$ cat config.mk
export PLATFORM = sky130hd
export DESIGN_NAME = branch_target_lut_flat
export DESIGN_NICKNAME = d
export VERILOG_FILES = /design/src/rtl/branch_target_lut_if.sv /design/src/rtl/branch_target_lut.sv /design/src/flat_wrapper.sv
export SDC_FILE = /design/constraint.sdc
export NUM_CORES = 1
export LEC_CHECK = 0
export BUFFER_PORTS_ARGS = -buffer_cell sky130_fd_sc_hd__buf_2
export CORE_UTILIZATION = 25
export CTS_CLUSTER_DIAMETER = 50
export DETAILED_ROUTE_END_ITERATION = 7
export PLACE_DENSITY = 0.46
export SYNTH_ARGS = -nofsm -noshare
export SYNTH_HDL_FRONTEND = slang
export SYNTH_SLANG_ARGS = --single-unit
$ cat constraint.sdc
create_clock -name Clk -period 7.7 [get_ports Clk]
set_clock_uncertainty 0.05 [all_clocks]
set_input_delay 0.385 -clock Clk [delete_from_list [all_inputs] [get_ports Clk]]
set_output_delay 0.385 -clock Clk [all_outputs]
set_load 0.1 [all_outputs]
$ cat src/rtl/branch_target_lut_if.sv
// Lookup/program bus between the decoder/loader (master) and the branch target table (slave).
interface branch_target_lut_if #(
  parameter int unsigned ADDR_W   = 5,
  parameter int unsigned TARGET_W = 10
);
  logic                Clear;
  logic                Ready;
  logic                WrEn;
  logic [ADDR_W-1:0]   WrAddr;
  logic [TARGET_W-1:0] WrData;
  logic                RdReq;
  logic [ADDR_W-1:0]   RdAddr;
  logic                RelMode;
  logic [TARGET_W-1:0] PC;
  logic                RdValid;
  logic                Hit;
  logic [TARGET_W-1:0] Target;

  modport master (
    output Clear, WrEn, WrAddr, WrData, RdReq, RdAddr, RelMode, PC,
    input  Ready, RdValid, Hit, Target
  );

  modport slave (
    input  Clear, WrEn, WrAddr, WrData, RdReq, RdAddr, RelMode, PC,
    output Ready, RdValid, Hit, Target
  );
endinterface

$ cat src/rtl/branch_target_lut.sv
// Run-time programmable jump-target table: branch pointer -> absolute or PC-relative target,
// one-cycle registered lookup, valid bits swept clear after reset or Clear.
module branch_target_lut #(
  parameter int unsigned         ADDR_W         = 5,
  parameter int unsigned         TARGET_W       = 10,
  parameter logic [TARGET_W-1:0] DEFAULT_TARGET = '0
) (
  input  logic              Clk,
  input  logic              Reset_n,
  branch_target_lut_if.slave bus
);

  localparam int unsigned DEPTH = 2 ** ADDR_W;

  typedef enum logic {
    ST_INIT = 1'b0,
    ST_RUN  = 1'b1
  } state_e;

  state_e              state_q, state_d;
  logic [ADDR_W-1:0]   cnt_q, cnt_d;
  logic [DEPTH-1:0]    valid_q, valid_d;
  logic                ready_q, ready_d;
  logic                rd_valid_q, rd_valid_d;
  logic                hit_q, hit_d;
  logic [TARGET_W-1:0] target_q, target_d;

  logic [TARGET_W-1:0] data_q [DEPTH];

  logic                wr_fire_c;
  logic                rd_fire_c;
  logic                entry_hit_c;
  logic [TARGET_W-1:0] entry_data_c;

  // Next-state, table update and lookup result
  always_comb begin
    state_d      = state_q;
    cnt_d        = cnt_q;
    valid_d      = valid_q;
    rd_valid_d   = 1'b0;
    hit_d        = hit_q;
    target_d     = target_q;
    wr_fire_c    = 1'b0;
    rd_fire_c    = 1'b0;
    entry_hit_c  = 1'b0;
    entry_data_c = '0;

    case (state_q)
      ST_INIT: begin
        valid_d[cnt_q] = 1'b0;
        cnt_d          = cnt_q + ADDR_W'(1);
        if (&cnt_q) begin
          state_d = ST_RUN;
        end
      end
      ST_RUN: begin
        if (bus.Clear) begin
          state_d = ST_INIT;
          cnt_d   = '0;
        end else begin
          wr_fire_c = bus.WrEn;
          rd_fire_c = bus.RdReq;
        end
      end
      default: begin
        state_d = ST_INIT;
        cnt_d   = '0;
      end
    endcase

    if (wr_fire_c) begin
      valid_d[bus.WrAddr] = 1'b1;
    end

    // Write-first bypass when a read targets the entry being written this cycle
    if (wr_fire_c && (bus.WrAddr == bus.RdAddr)) begin
      entry_hit_c  = 1'b1;
      entry_data_c = bus.WrData;
    end else begin
      entry_hit_c  = valid_q[bus.RdAddr];
      entry_data_c = data_q[bus.RdAddr];
    end

    if (rd_fire_c) begin
      rd_valid_d = 1'b1;
      hit_d      = entry_hit_c;
      if (!entry_hit_c) begin
        target_d = DEFAULT_TARGET;
      end else if (bus.RelMode) begin
        // Two's-complement offset: plain modular add gives the signed result
        target_d = bus.PC + entry_data_c;
      end else begin
        target_d = entry_data_c;
      end
    end

    ready_d = (state_d == ST_RUN);
  end

  always_ff @(posedge Clk or negedge Reset_n) begin
    if (!Reset_n) begin
      state_q    <= ST_INIT;
      cnt_q      <= '0;
      valid_q    <= '0;
      ready_q    <= 1'b0;
      rd_valid_q <= 1'b0;
      hit_q      <= 1'b0;
      target_q   <= DEFAULT_TARGET;
    end else begin
      state_q    <= state_d;
      cnt_q      <= cnt_d;
      valid_q    <= valid_d;
      ready_q    <= ready_d;
      rd_valid_q <= rd_valid_d;
      hit_q      <= hit_d;
      target_q   <= target_d;
    end
  end

  // Data array carries no reset; the valid bits gate its contents
  always_ff @(posedge Clk) begin
    if (wr_fire_c) begin
      data_q[bus.WrAddr] <= bus.WrData;
    end
  end

  assign bus.Ready   = ready_q;
  assign bus.RdValid = rd_valid_q;
  assign bus.Hit     = hit_q;
  assign bus.Target  = target_q;

endmodule

$ cat src/flat_wrapper.sv
// flat-port wrapper written by rule: the top's interface ports become plain ports
module branch_target_lut_flat 
#(
  parameter int unsigned         ADDR_W         = 5,
  parameter int unsigned         TARGET_W       = 10,
  parameter logic [TARGET_W-1:0] DEFAULT_TARGET = '0
)
  (Clk, Reset_n, bus_Clear, bus_WrEn, bus_WrAddr, bus_WrData, bus_RdReq, bus_RdAddr, bus_RelMode, bus_PC, bus_Ready, bus_RdValid, bus_Hit, bus_Target);
  branch_target_lut_if #(.ADDR_W(ADDR_W), .TARGET_W(TARGET_W)) bus_i ();
  input  logic Clk;
  input  logic Reset_n;
  input wire logic [$bits(bus_i.Clear)-1:0] bus_Clear;
  input wire logic [$bits(bus_i.WrEn)-1:0] bus_WrEn;
  input wire logic [$bits(bus_i.WrAddr)-1:0] bus_WrAddr;
  input wire logic [$bits(bus_i.WrData)-1:0] bus_WrData;
  input wire logic [$bits(bus_i.RdReq)-1:0] bus_RdReq;
  input wire logic [$bits(bus_i.RdAddr)-1:0] bus_RdAddr;
  input wire logic [$bits(bus_i.RelMode)-1:0] bus_RelMode;
  input wire logic [$bits(bus_i.PC)-1:0] bus_PC;
  output wire logic [$bits(bus_i.Ready)-1:0] bus_Ready;
  output wire logic [$bits(bus_i.RdValid)-1:0] bus_RdValid;
  output wire logic [$bits(bus_i.Hit)-1:0] bus_Hit;
  output wire logic [$bits(bus_i.Target)-1:0] bus_Target;
  assign bus_i.Clear = bus_Clear;
  assign bus_i.WrEn = bus_WrEn;
  assign bus_i.WrAddr = bus_WrAddr;
  assign bus_i.WrData = bus_WrData;
  assign bus_i.RdReq = bus_RdReq;
  assign bus_i.RdAddr = bus_RdAddr;
  assign bus_i.RelMode = bus_RelMode;
  assign bus_i.PC = bus_PC;
  assign bus_Ready = bus_i.Ready;
  assign bus_RdValid = bus_i.RdValid;
  assign bus_Hit = bus_i.Hit;
  assign bus_Target = bus_i.Target;
  branch_target_lut #(.ADDR_W(ADDR_W), .TARGET_W(TARGET_W), .DEFAULT_TARGET(DEFAULT_TARGET)) u_core (.Clk(Clk), .Reset_n(Reset_n), .bus(bus_i));
endmodule
==> run_summary.xml, run 1 <==
<?xml version="1.0" encoding="UTF-8"?>
<metrics>
  <group name="synth">
    <metric name="post_synthesis_instance_total" unit="">828</metric>
    <metric name="avgSynthCellArea" unit="um2">18.4</metric>
    <metric name="ys.warnings.count" unit="">0</metric>
    <metric name="synth_seq_area_share" unit="%">71.3</metric>
    <metric name="ys_seq_elements" unit="">370</metric>
    <metric name="mappedNetlistNets" unit="">879</metric>
    <metric name="synth.distinct_cells" unit="">47</metric>
    <metric name="synthesis.area" unit="um2">15200</metric>
  </group>
  <group name="global_route">
    <metric name="first_global_vias" unit="">8160</metric>
    <metric name="grt.total_usage" unit="%">12.9</metric>
    <metric name="grt-ovfl-total" unit="">0</metric>
    <metric name="grt_start_max_net_pins" unit="">51</metric>
    <metric name="wire_length_of_the_first_global_routing_pass" unit="um">58100</metric>
    <metric name="antenna_found_initial" unit="">2</metric>
  </group>
  <group name="placed_design">
    <metric name="dp_worst_setup_slack" unit="ps">2670</metric>
    <metric name="place.detailed.instances" unit="">1640</metric>
    <metric name="port_buffers" unit="">48</metric>
    <metric name="place.gp.congestion" unit="">0.760</metric>
    <metric name="sum_of_net_half_perimeters_after_detailed_placement" unit="um">24800</metric>
  </group>
  <group name="sta">
    <metric name="timing.max_slew.rel_slack" unit="%">21.0</metric>
    <metric name="fin_tns_setup" unit="ps">0</metric>
    <metric name="layout_min_cycle_time" unit="ps">4420</metric>
    <metric name="report.final.hold_viol_count" unit="">0</metric>
    <metric name="final_critical_path_setup_slack" unit="ps">3280</metric>
    <metric name="fmaxAchievable" unit="MHz">226</metric>
    <metric name="hold_ws" unit="ps">230</metric>
    <metric name="worst-slew-pin-transition" unit="ps">1180</metric>
    <metric name="setup_violations" unit="">0</metric>
    <metric name="fin_crit_sh" unit="%">57.5</metric>
    <metric name="setup_repair_after_global_routing_missed_its_margin" unit="">false</metric>
    <metric name="max_slew_violation_total_from_the_final_report" unit="">0</metric>
  </group>
  <group name="drt">
    <metric name="drt_pass1_iterations" unit="">7</metric>
    <metric name="postRouteWirelength" unit="um">39500</metric>
    <metric name="drt_iter0_markers" unit="">623</metric>
    <metric name="post_route_antenna_net_violation_count" unit="">0</metric>
    <metric name="drc_errors" unit="">0</metric>
    <metric name="routed_wire_length_per_instance" unit="um">23.0</metric>
    <metric name="vias" unit="">7952</metric>
    <metric name="via_per_inst" unit="">4.63</metric>
  </group>
  <group name="power">
    <metric name="pwr_density_cell" unit="nW/um2">289</metric>
    <metric name="worst_ir_drop_vdd" unit="V">0.000167</metric>
    <metric name="static-leakage-power" unit="nW">5.94</metric>
  </group>
  <group name="worst_setup_path">
    <metric name="path_max_fanout" unit="">33</metric>
    <metric name="crit_chain" unit="">buf_4 &gt; buf_4 &gt; mux4_2 &gt; mux4_2 &gt; o21a_1 &gt; mux2_4 &gt; ha_1 &gt; and3_1 &gt; a221oi_1 &gt; nand3_1 &gt; and3_1 &gt; o21a_1 &gt; xor2_1 &gt; o31ai_1</metric>
    <metric name="end_kind" unit="">flop</metric>
    <metric name="critical_path.slowest_cell" unit="">sky130_fd_sc_hd__mux4_2</metric>
    <metric name="cpPeakStageDelay" unit="ps">650</metric>
    <metric name="cp_data_arrival_time" unit="ps">4810</metric>
    <metric name="critPathRequiredTime" unit="ps">8090</metric>
    <metric name="worst_setup_path_start_kind" unit="">primary input</metric>
    <metric name="r2r_slack" unit="ps">3760</metric>
    <metric name="setup.worst_path.class" unit="">primary input to flop</metric>
  </group>
  <group name="cells_and_area">
    <metric name="post_route_cells_drive_above_1_share" unit="%">26.3</metric>
    <metric name="antenna_cells" unit="">0</metric>
    <metric name="mostFrequentLayoutCell" unit="">sky130_fd_sc_hd__edfxtp_1</metric>
    <metric name="finalNetCount" unit="">955</metric>
    <metric name="final_cell_mix" unit="">sky130_fd_sc_hd__edfxtp_1, sky130_fd_sc_hd__mux4_2, sky130_fd_sc_hd__o21ai_0, sky130_fd_sc_hd__dfrtp_1, sky130_fd_sc_hd__nor2_1</metric>
    <metric name="area_delta_synth_final" unit="%">17.1</metric>
    <metric name="layout.filler_cells" unit="">5857</metric>
    <metric name="final_core_util" unit="%">29.6</metric>
    <metric name="layoutNonFillerInstCount" unit="">1716</metric>
  </group>
  <group name="floorplan">
    <metric name="initial_core_util" unit="%">25.3</metric>
    <metric name="die_area" unit="um2">61900</metric>
    <metric name="io_pins" unit="">49</metric>
    <metric name="chipWidth" unit="um">249</metric>
    <metric name="design.core.area" unit="um2">60200</metric>
    <metric name="die_y" unit="um">249</metric>
    <metric name="placement_rows" unit="">90</metric>
  </group>
  <group name="outcome">
    <metric name="outcome" unit="">complete, no violations</metric>
  </group>
  <group name="clock_network">
    <metric name="post_cts_resized" unit="">0</metric>
    <metric name="cts_sinks" unit="">370</metric>
    <metric name="postCtsSetupRepairBufs" unit="">0</metric>
    <metric name="cts_tree" unit="">built</metric>
    <metric name="worst_setup_hold_path_clk_slew" unit="ps">60</metric>
    <metric name="cts_hold_repair.buffers" unit="">1</metric>
    <metric name="htree_num_levels" unit="">2</metric>
    <metric name="clk_latency" unit="ps">570</metric>
    <metric name="cts_buffer_depth" unit="">3</metric>
    <metric name="numCtsBuffers" unit="">43</metric>
    <metric name="cts_root_buf" unit="">sky130_fd_sc_hd__clkbuf_16</metric>
  </group>
  <group name="worst_hold_path">
    <metric name="hold_path_class" unit="">primary input to flop</metric>
  </group>
  <group name="flow_run">
    <metric name="max_cap_violations" unit="">0</metric>
  </group>
</metrics>
[state kept, by name, indices dropped and copies added (netlist names)]
| signal | count |
|---|---|
| u_core.valid_q | 32 |
| u_core.state_q | 1 |
| u_core.cnt_q | 5 |
| u_core.data_q | 320 |
| u_core.bus.Hit | 1 |
| u_core.bus.Target | 10 |
| u_core.bus.RdValid | 1 |
[cell usage after synthesis (all sizes together)]
master  instances  area [um2]
a21boi          1        11.3
a21o            8        60.1
a21oi          11        55.1
a221oi          1        8.76
a22o            6        52.6
a311oi          1        8.76
a32oi           7        61.3
and2            1        6.26
and3            3        18.8
buf            24         150
clkbuf         23        86.3
clkinv          1        3.75
dfrtp          50        1250
edfxtp        320        9610
fa              1        20.0
ha             14         175
inv             9        33.8
mux2            5        60.1
mux2i          12         120
mux4           99        2240
nand2          38         143
nand2b          2        12.5
nand3           6        30.0
nand3b          7        52.6
nand4           1        6.26
nor2           49         184
nor2b           2        12.5
nor3b           1        7.51
nor4            1        6.26
o211ai          5        37.5
o21a            4        30.0
o21ai          79         395
o22ai           5        31.3
o31ai           7        52.6
o32ai           1        8.76
or2             1        6.26
or3             4        25.0
or3b            3        26.3
xnor2           7        61.3
xor2            8        70.1
[per-layer routing]
layer,vias to the layer above,GRT usage [%],wire length [um]
met5,-,0,0
met1,4220,18.2,18400
met4,0,4.10,874
li1,3493,-,-
met3,52,2.08,1710
met2,187,20.2,18500
[cells by family (layout without fill, tap and decap cells)]
family / Yosys count / count (layout) / share of synthesized area, %
flip-flops: 370 / 370 / 71.3
AO/OA/AOI/OAI: 136 / 136 / 5.34
AND/OR/NAND/NOR: 119 / 119 / 3.52
multiplexers: 116 / 116 / 15.9
buffers and inverters: 57 / 163 / 1.80
adder cells (fa/ha/maj): 15 / 15 / 1.28
XOR/XNOR: 15 / 15 / 0.863
[power breakdown]
part | internal, mW | switching (mW) | total, mW
combinational | 0.233 | 0.500 | 0.733
clock | 1.24 | 0.798 | 2.04
sequential | 2.30 | 0.0932 | 2.39
[final timing paths]
kind,startpoint,endpoint,cells past startpoint
worst max register to register,u_core.data_q[3][0]$_DFFE_PP_,u_core.bus.Target[8]$_DFFE_PN0P_,13
min in group asynchronous,Reset_n,u_core.cnt_q[1]$_DFFE_PN0P_,3
worst min-delay path,bus_Clear,u_core.cnt_q[0]$_DFFE_PN0P_,4
max in group asynchronous,Reset_n,u_core.valid_q[0]$_DFF_PN0_,3
worst max-delay path,bus_RdAddr[0],u_core.bus.Target[9]$_DFFE_PN0P_,14
worst min register to register,u_core.bus.Target[1]$_DFFE_PN0P_,u_core.bus.Target[1]$_DFFE_PN0P_,2
[stage by stage]
| step | power (mW) | cell area [um2] |
|---|---|---|
| 4_1_cts | 5.22 | 17800 |
| 3_3_place_gp | 3.16 | 16400 |
| 2_1_floorplan | 2.93 | 15200 |
| 6_report | 5.16 | 17800 |
| 5_1_grt | 5.35 | 17800 |
| 3_5_place_dp | 3.17 | 16400 |
[critical path: cells and delay by family]
family,cells,cell delay (ps)
muxes,3,1400
buffers and inverters,2,1020
AOI/OAI and AO/OA,4,1000
and+or+nand+nor,3,530
adders and majority gates,1,330
xor gates and xnor gates,1,140
[final cells by class]
type | instances | area, um2 | area share [%]
multi-input combinational | 401 | 4100 | 23.0
tap | 782 | 978 | 5.48
inverter | 10 | 37.5 | 0.210
sequential | 370 | 10900 | 60.9
timing repair buffer | 78 | 473 | 2.65
clock buffer | 53 | 1120 | 6.30
clock inverter | 22 | 273 | 1.53
Power figures use the tool's default switching activity.
==> inputs of run 2 (changes only) <==
Settings changed: ABC_AREA from default to 1, PLACE_DENSITY 0.46 to 0.47.
Clock period 7.7 ns to 3.8 ns, I/O delays scaled along.
==> run 2 against run 1 <==
Effect of this change: critical path depth rose by 4; sequential cell count did not move; clock power is 100% higher; combinational power up 120%; non-clock buffer count is 54 higher; clock-buffer cell count up 3; sequential share of layout area shrank 4.1 points; final area rose by 7.2%; critical endpoint is now u_core.bus.Target[6]$_DFFE_PN0P_; largest cell class unchanged.
==> run_summary.xml, run 2 <==
<?xml version="1.0" encoding="UTF-8"?>
<metrics>
  <group name="drt">
    <metric name="drt_pass1_iterations" unit="">7</metric>
    <metric name="via_per_inst" unit="">4.66</metric>
    <metric name="drc_errors" unit="">0</metric>
    <metric name="postRouteWirelength" unit="um">48200</metric>
    <metric name="post_route_antenna_net_violation_count" unit="">0</metric>
    <metric name="vias" unit="">11484</metric>
    <metric name="routed_wire_length_per_instance" unit="um">19.6</metric>
    <metric name="drt_iter0_markers" unit="">1111</metric>
  </group>
  <group name="global_route">
    <metric name="grt_start_max_net_pins" unit="">77</metric>
    <metric name="grt.total_usage" unit="%">14.8</metric>
    <metric name="antenna_found_initial" unit="">4</metric>
    <metric name="wire_length_of_the_first_global_routing_pass" unit="um">72800</metric>
    <metric name="first_global_vias" unit="">11342</metric>
    <metric name="grt-ovfl-total" unit="">0</metric>
  </group>
  <group name="worst_setup_path">
    <metric name="cp_data_arrival_time" unit="ps">3790</metric>
    <metric name="setup.worst_path.class" unit="">flop to flop</metric>
    <metric name="r2r_slack" unit="ps">460</metric>
    <metric name="cp_depth" unit="">18</metric>
    <metric name="critical_path.slowest_cell" unit="">sky130_fd_sc_hd__fa_1</metric>
    <metric name="crit-reg2reg-capture" unit="">u_core.bus.Target[6]$_DFFE_PN0P_</metric>
    <metric name="r2r_cell_count" unit="">18</metric>
    <metric name="critPathRequiredTime" unit="ps">4240</metric>
    <metric name="cpLargestDelayFamily" unit="">simple AND/OR/NAND/NOR gates</metric>
    <metric name="cpPeakStageDelay" unit="ps">430</metric>
    <metric name="path_max_fanout" unit="">10</metric>
    <metric name="worst_setup_path_start_kind" unit="">flop</metric>
    <metric name="end_kind" unit="">flop</metric>
    <metric name="crit_chain" unit="">inv_2 &gt; nor2_1 &gt; nand2_1 &gt; a21oi_1 &gt; nand3_1 &gt; clkinv_1 &gt; nand2_1 &gt; nand2_1 &gt; ha_1 &gt; fa_1 &gt; nand3_1 &gt; nand2_1 &gt; a21oi_1 &gt; xor2_1 &gt; nor2_1 &gt; nor2_1 &gt; nand2_1 &gt; nand2_1</metric>
    <metric name="cp_dominant_cell_by_count" unit="">sky130_fd_sc_hd__nand2_1</metric>
    <metric name="critPathBufInv" unit="">2</metric>
    <metric name="crit_start" unit="">u_core.state_q$_DFF_PN0_</metric>
    <metric name="regToRegStartpoint" unit="">u_core.state_q$_DFF_PN0_</metric>
  </group>
  <group name="worst_hold_path">
    <metric name="hold_path_class" unit="">primary input to flop</metric>
    <metric name="worstHoldEndpoint" unit="">u_core.bus.Target[9]$_DFFE_PN0P_</metric>
    <metric name="worstHoldPathCells" unit="">6</metric>
    <metric name="worst_hold_startpoint" unit="">bus_PC[9]</metric>
  </group>
  <group name="clock_network">
    <metric name="post_cts_resized" unit="">0</metric>
    <metric name="numCtsBuffers" unit="">45</metric>
    <metric name="postCtsSetupRepairBufs" unit="">0</metric>
    <metric name="cts_sinks" unit="">370</metric>
    <metric name="cts_tree" unit="">built</metric>
    <metric name="cts_root_buf" unit="">sky130_fd_sc_hd__clkbuf_16</metric>
    <metric name="cts_buffer_depth" unit="">3</metric>
    <metric name="worst_setup_hold_path_clk_slew" unit="ps">50</metric>
    <metric name="htree_num_levels" unit="">2</metric>
    <metric name="clk_latency" unit="ps">580</metric>
    <metric name="cts_hold_repair.buffers" unit="">5</metric>
  </group>
  <group name="placed_design">
    <metric name="dp_worst_setup_slack" unit="ps">385</metric>
    <metric name="port_buffers" unit="">48</metric>
    <metric name="sum_of_net_half_perimeters_after_detailed_placement" unit="um">30200</metric>
    <metric name="place.gp.congestion" unit="">0.821</metric>
  </group>
  <group name="sta">
    <metric name="setup_violations" unit="">0</metric>
    <metric name="fmaxAchievable" unit="MHz">299</metric>
    <metric name="fin_crit_sh" unit="%">88.0</metric>
    <metric name="setup_repair_after_global_routing_missed_its_margin" unit="">false</metric>
    <metric name="worst-slew-pin-transition" unit="ps">872</metric>
    <metric name="report.final.hold_viol_count" unit="">0</metric>
    <metric name="fin_tns_setup" unit="ps">0</metric>
    <metric name="timing.max_slew.rel_slack" unit="%">41.9</metric>
    <metric name="max_slew_violation_total_from_the_final_report" unit="">0</metric>
    <metric name="final_critical_path_setup_slack" unit="ps">456</metric>
    <metric name="layout_min_cycle_time" unit="ps">3340</metric>
  </group>
  <group name="cells_and_area">
    <metric name="register_name_with_the_most_flops" unit="">u_core.data_q</metric>
    <metric name="antenna_cells" unit="">0</metric>
    <metric name="finalNetCount" unit="">1636</metric>
    <metric name="layout.filler_cells" unit="">6529</metric>
    <metric name="area_delta_synth_final" unit="%">19.1</metric>
    <metric name="post_route_cells_drive_above_1_share" unit="%">12.4</metric>
    <metric name="largest_register_ff_count" unit="">320</metric>
    <metric name="final_cell_mix" unit="">sky130_fd_sc_hd__edfxtp_1, sky130_fd_sc_hd__nor2_1, sky130_fd_sc_hd__nand2_1, sky130_fd_sc_hd__nand3_1, sky130_fd_sc_hd__o21ai_0</metric>
    <metric name="mostFrequentLayoutCell" unit="">sky130_fd_sc_hd__edfxtp_1</metric>
  </group>
  <group name="synth">
    <metric name="ys.warnings.count" unit="">0</metric>
    <metric name="synth.top_cells.by_count" unit="">sky130_fd_sc_hd__edfxtp_1, sky130_fd_sc_hd__nor2_1, sky130_fd_sc_hd__nand2_1</metric>
    <metric name="synth_seq_area_share" unit="%">67.6</metric>
    <metric name="synth_ff_type" unit="">sky130_fd_sc_hd__edfxtp_1</metric>
    <metric name="ys_seq_elements" unit="">370</metric>
    <metric name="mappedNetlistNets" unit="">1539</metric>
    <metric name="post_synthesis_instance_total" unit="">1488</metric>
    <metric name="synth.distinct_cells" unit="">33</metric>
    <metric name="synthesis.area" unit="um2">16100</metric>
    <metric name="synth.most_common_cell" unit="">sky130_fd_sc_hd__edfxtp_1</metric>
    <metric name="synthDominantCellAreaShare" unit="%">59.8</metric>
    <metric name="area_leader_netlist" unit="">sky130_fd_sc_hd__edfxtp_1</metric>
    <metric name="synth_async_sr_flop_share" unit="%">13.5</metric>
    <metric name="synth_top_cells_by_area" unit="">sky130_fd_sc_hd__edfxtp_1, sky130_fd_sc_hd__dfrtp_1, sky130_fd_sc_hd__nor2_1, sky130_fd_sc_hd__nand3_1, sky130_fd_sc_hd__o21ai_0</metric>
    <metric name="number_of_synthesized_flops_with_an_enable_pin" unit="">320</metric>
    <metric name="avgSynthCellArea" unit="um2">10.8</metric>
  </group>
  <group name="power">
    <metric name="pwr_density_cell" unit="nW/um2">552</metric>
    <metric name="p_total" unit="mW">10.6</metric>
    <metric name="static-leakage-power" unit="nW">7.09</metric>
    <metric name="worst_ir_drop_vdd" unit="V">0.000277</metric>
  </group>
  <group name="floorplan">
    <metric name="placement_rows" unit="">92</metric>
    <metric name="die_area" unit="um2">65200</metric>
    <metric name="initial_core_util" unit="%">25.4</metric>
    <metric name="design.core.area" unit="um2">63300</metric>
    <metric name="die_y" unit="um">255</metric>
    <metric name="io_pins" unit="">49</metric>
    <metric name="chipWidth" unit="um">255</metric>
  </group>
  <group name="outcome">
    <metric name="outcome" unit="">complete, no violations</metric>
  </group>
  <group name="flow_run">
    <metric name="max_cap_violations" unit="">0</metric>
  </group>
</metrics>
-- run 2: changes by cell type after synthesis, moves of 13 or more --
cell and delta:
sky130_fd_sc_hd__inv_1 +64, sky130_fd_sc_hd__nand3_1 +182, sky130_fd_sc_hd__mux4_2 -96, sky130_fd_sc_hd__o211ai_1 +36
sky130_fd_sc_hd__o21ai_0 +103, sky130_fd_sc_hd__nor2_1 +203, sky130_fd_sc_hd__nand2_1 +189, sky130_fd_sc_hd__buf_2 +21
sky130_fd_sc_hd__o21ai_1 +13
-- run 2: cells by family after synthesis --
family | after synthesis | share of synthesized area [%]
AOI/OAI and AO/OA | 261 | 8.84
xor gates and xnor gates | 6 | 0.327
adders and majority gates | 15 | 1.22
buffers and inverters | 159 | 4.45
DFF | 370 | 67.6
and+or+nand+nor | 677 | 17.5
-- run 2: layout make-up --
cell class	instances	area (um2)	area share [%]
flip-flops and latches	370	10900	56.8
clock buffers	56	1230	6.44
well taps	846	1060	5.54
repair buffers	132	990	5.18
inverters	77	295	1.54
clock inverters	23	204	1.07
multi-input cells	959	4480	23.4
-- run 2: stage by stage --
| step | hold WS [ps] | util, % | instances | instance area [um2] |
|---|---|---|---|---|
| finish | 36.7 | 30.2 | 2463 | 19100 |
| global route | 88.9 | 30.2 | 2463 | 19100 |
| CTS | 7.28 | 30.2 | 2463 | 19100 |
| detailed placement | 306 | 27.9 | 2379 | 17600 |
| global placement | 304 | 27.9 | 2379 | 17600 |
| floorplan | -156 | - | 1488 | 16100 |
-- run 2: worst reg2reg max path, stage by stage, from the launching register on --
cell                       delay [ps]
sky130_fd_sc_hd__dfrtp_1          410
sky130_fd_sc_hd__inv_2            140
sky130_fd_sc_hd__nor2_1            80
sky130_fd_sc_hd__nand2_1          150
sky130_fd_sc_hd__a21oi_1           70
sky130_fd_sc_hd__nand3_1          270
sky130_fd_sc_hd__clkinv_1         310
sky130_fd_sc_hd__nand2_1          180
sky130_fd_sc_hd__nand2_1           70
sky130_fd_sc_hd__ha_1             240
sky130_fd_sc_hd__fa_1             440
sky130_fd_sc_hd__nand3_1          110
sky130_fd_sc_hd__nand2_1          110
sky130_fd_sc_hd__a21oi_1          190
sky130_fd_sc_hd__xor2_1           160
sky130_fd_sc_hd__nor2_1            50
sky130_fd_sc_hd__nor2_1           120
sky130_fd_sc_hd__nand2_1           60
sky130_fd_sc_hd__nand2_1           50
-- run 2: worst max path at each step --
stage	to	slack (ps)
finish	u_core.bus.Target[6]$_DFFE_PN0P_	460
global placement	u_core.bus.Target[6]$_DFFE_PN0P_	410
floorplan	u_core.bus.Target[6]$_DFFE_PN0P_	370
CTS	u_core.bus.Target[6]$_DFFE_PN0P_	480
detailed placement	u_core.bus.Target[6]$_DFFE_PN0P_	390
global route	u_core.bus.Target[6]$_DFFE_PN0P_	150
-- run 2: per-layer routing --
metal,vias up,part of all wire [%],GRT usage [%]
li1,5402,-,-
met1,5633,46,20.5
met2,373,46,23.4
met3,76,6.2,2.50
met4,0,2.4,4.74
met5,-,0,0
-- run 2: where the power goes --
| group | internal (mW) | switching, mW | total (mW) |
|---|---|---|---|
| clock | 2.45 | 1.72 | 4.17 |
| sequential | 4.65 | 0.152 | 4.80 |
| combinational | 0.403 | 1.18 | 1.58 |
==> inputs of run 3 (changes only) <==
Settings changed: CELL_PAD_IN_SITES_DETAIL_PLACEMENT from default to 0, CELL_PAD_IN_SITES_GLOBAL_PLACEMENT from default to 1, PLACE_DENSITY 0.47 to 0.54.
==> run 3 against run 2 <==
Effect of this change: clock power rose by 5%; sequential cell count did not move; clock-buffer cell count did not move; cell count did not move; sequential share of layout area fell by 0.11 points; die area did not move; setup slack got worse by 72 ps.
==> run_summary.xml, run 3 (synthesis results as in run 2) <==
<?xml version="1.0" encoding="UTF-8"?>
<metrics>
  <group name="flow_run">
    <metric name="max_cap_violations" unit="">0</metric>
  </group>
  <group name="clock_network">
    <metric name="cts_tree" unit="">built</metric>
    <metric name="htree_num_levels" unit="">2</metric>
    <metric name="cts_sinks" unit="">370</metric>
    <metric name="postCtsSetupRepairBufs" unit="">0</metric>
    <metric name="cts_root_buf" unit="">sky130_fd_sc_hd__clkbuf_16</metric>
    <metric name="cts_buffer_depth" unit="">3</metric>
    <metric name="numCtsBuffers" unit="">48</metric>
    <metric name="worst_setup_hold_path_clk_slew" unit="ps">50</metric>
    <metric name="clk_latency" unit="ps">580</metric>
    <metric name="cts_hold_repair.buffers" unit="">3</metric>
    <metric name="post_cts_resized" unit="">0</metric>
  </group>
  <group name="global_route">
    <metric name="antenna_found_initial" unit="">0</metric>
    <metric name="first_global_vias" unit="">11381</metric>
    <metric name="grt.total_usage" unit="%">15.1</metric>
    <metric name="grt-ovfl-total" unit="">0</metric>
    <metric name="wire_length_of_the_first_global_routing_pass" unit="um">73700</metric>
    <metric name="grt_start_max_net_pins" unit="">79</metric>
  </group>
  <group name="floorplan">
    <metric name="chipWidth" unit="um">255</metric>
    <metric name="die_y" unit="um">255</metric>
    <metric name="die_area" unit="um2">65200</metric>
    <metric name="initial_core_util" unit="%">25.4</metric>
    <metric name="placement_rows" unit="">92</metric>
    <metric name="design.core.area" unit="um2">63300</metric>
    <metric name="io_pins" unit="">49</metric>
  </group>
  <group name="cells_and_area">
    <metric name="largest_register_ff_count" unit="">320</metric>
    <metric name="post_route_cells_drive_above_1_share" unit="%">12.4</metric>
    <metric name="register_name_with_the_most_flops" unit="">u_core.data_q</metric>
    <metric name="layoutNonFillerInstCount" unit="">2463</metric>
    <metric name="finish.instance_area" unit="um2">19200</metric>
    <metric name="final_core_util" unit="%">30.3</metric>
    <metric name="finalNetCount" unit="">1631</metric>
    <metric name="mostFrequentLayoutCell" unit="">sky130_fd_sc_hd__edfxtp_1</metric>
    <metric name="final_cell_mix" unit="">sky130_fd_sc_hd__edfxtp_1, sky130_fd_sc_hd__nor2_1, sky130_fd_sc_hd__nand2_1, sky130_fd_sc_hd__nand3_1, sky130_fd_sc_hd__o21ai_0</metric>
    <metric name="layout.filler_cells" unit="">6544</metric>
    <metric name="area_delta_synth_final" unit="%">19.3</metric>
  </group>
  <group name="drt">
    <metric name="postRouteWirelength" unit="um">49600</metric>
    <metric name="drt_pass1_iterations" unit="">6</metric>
    <metric name="vias" unit="">11334</metric>
    <metric name="via_per_inst" unit="">4.60</metric>
    <metric name="drt_iter0_markers" unit="">1007</metric>
    <metric name="post_route_antenna_net_violation_count" unit="">0</metric>
    <metric name="drc_errors" unit="">0</metric>
    <metric name="routed_wire_length_per_instance" unit="um">20.1</metric>
  </group>
  <group name="sta">
    <metric name="fin_tns_setup" unit="ps">0</metric>
    <metric name="setup_repair_after_global_routing_missed_its_margin" unit="">false</metric>
    <metric name="layout_min_cycle_time" unit="ps">3420</metric>
    <metric name="setup_violations" unit="">0</metric>
    <metric name="timing.max_slew.rel_slack" unit="%">56.6</metric>
    <metric name="fmaxAchievable" unit="MHz">293</metric>
    <metric name="fin_crit_sh" unit="%">89.9</metric>
    <metric name="final_critical_path_setup_slack" unit="ps">384</metric>
    <metric name="max_slew_violation_total_from_the_final_report" unit="">0</metric>
    <metric name="worst-slew-pin-transition" unit="ps">651</metric>
    <metric name="report.final.hold_viol_count" unit="">0</metric>
    <metric name="hold_ws" unit="ps">42.1</metric>
  </group>
  <group name="placed_design">
    <metric name="place.gp.congestion" unit="">0.792</metric>
    <metric name="sum_of_net_half_perimeters_after_detailed_placement" unit="um">31200</metric>
    <metric name="dpl-instance-area" unit="um2">17600</metric>
    <metric name="port_buffers" unit="">48</metric>
    <metric name="place.detailed.instances" unit="">2373</metric>
    <metric name="dp_worst_setup_slack" unit="ps">375</metric>
  </group>
  <group name="worst_setup_path">
    <metric name="end_kind" unit="">flop</metric>
    <metric name="critical_path.slowest_cell" unit="">sky130_fd_sc_hd__fa_1</metric>
    <metric name="setup.worst_path.class" unit="">flop to flop</metric>
    <metric name="worst_setup_path_start_kind" unit="">flop</metric>
    <metric name="critPathRequiredTime" unit="ps">4270</metric>
    <metric name="cpPeakStageDelay" unit="ps">420</metric>
    <metric name="cpLargestDelayFamily" unit="">simple AND/OR/NAND/NOR gates</metric>
    <metric name="crit_chain" unit="">inv_2 &gt; nor2_1 &gt; nand2_1 &gt; a21oi_1 &gt; nand3_1 &gt; buf_4 &gt; nand3_1 &gt; nand2_1 &gt; ha_1 &gt; fa_1 &gt; nand3_1 &gt; nand2_1 &gt; a21oi_1 &gt; xor2_1 &gt; nor2_1 &gt; nor2_1 &gt; nand2_1 &gt; nand2_1</metric>
    <metric name="critPathBufInv" unit="">2</metric>
    <metric name="path_max_fanout" unit="">11</metric>
    <metric name="cp_data_arrival_time" unit="ps">3890</metric>
    <metric name="cp_dominant_cell_by_count" unit="">sky130_fd_sc_hd__nand2_1</metric>
  </group>
  <group name="power">
    <metric name="pwr_density_cell" unit="nW/um2">561</metric>
    <metric name="static-leakage-power" unit="nW">7.10</metric>
    <metric name="p_total" unit="mW">10.7</metric>
    <metric name="worst_ir_drop_vdd" unit="V">0.000360</metric>
  </group>
  <group name="worst_hold_path">
    <metric name="hold_path_class" unit="">primary input to flop</metric>
  </group>
  <group name="outcome">
    <metric name="outcome" unit="">complete, no violations</metric>
  </group>
</metrics>
==> run 3: where the power goes <==
part / switching [mW] / internal [mW]
clock network: 1.76 / 2.60
registers: 0.146 / 4.65
logic: 1.19 / 0.398
==> run 3: cell type report <==
cell class	instances	area, um2	area share, %
Antenna cell	1	2.50	0.0131
Clock buffer	56	1230	6.43
Clock inverter	30	290	1.52
Inverter	77	295	1.54
Multi-Input combinational cell	959	4480	23.4
Sequential cell	370	10900	56.7
Tap cell	846	1060	5.53
Timing Repair Buffer	124	937	4.89
==> run 3: worst paths after layout <==
check | startpoint | endpoint | slack, ps | cells after the start
max reg2reg | u_core.state_q$_DFF_PN0_ | u_core.bus.Target[6]$_DFFE_PN0P_ | 380 | 18
min | bus_PC[9] | u_core.bus.Target[9]$_DFFE_PN0P_ | 40 | 7
max | u_core.state_q$_DFF_PN0_ | u_core.bus.Target[6]$_DFFE_PN0P_ | 380 | 18
max in group asynchronous | Reset_n | u_core.valid_q[28]$_DFF_PN0_ | 3050 | 3
min reg2reg | u_core.bus.Hit$_DFFE_PN0P_ | u_core.bus.Hit$_DFFE_PN0P_ | 420 | 2
min in group asynchronous | Reset_n | u_core.valid_q[10]$_DFF_PN0_ | 210 | 3
==> run 3: worst min-delay path, delay by kind of cell <==
| family | cells | cell delay (ps) |
|---|---|---|
| AND/OR/NAND/NOR | 5 | 310 |
| buffers and inverters | 2 | 140 |
==> run 3: per-layer routing <==
metal	share of wire, %	wire length [um]	global-route usage [%]
met5	0	0	0
met4	3.2	1570	5.74
met3	5.2	2580	2.37
met2	47	23300	24.9
met1	45	22100	19.8
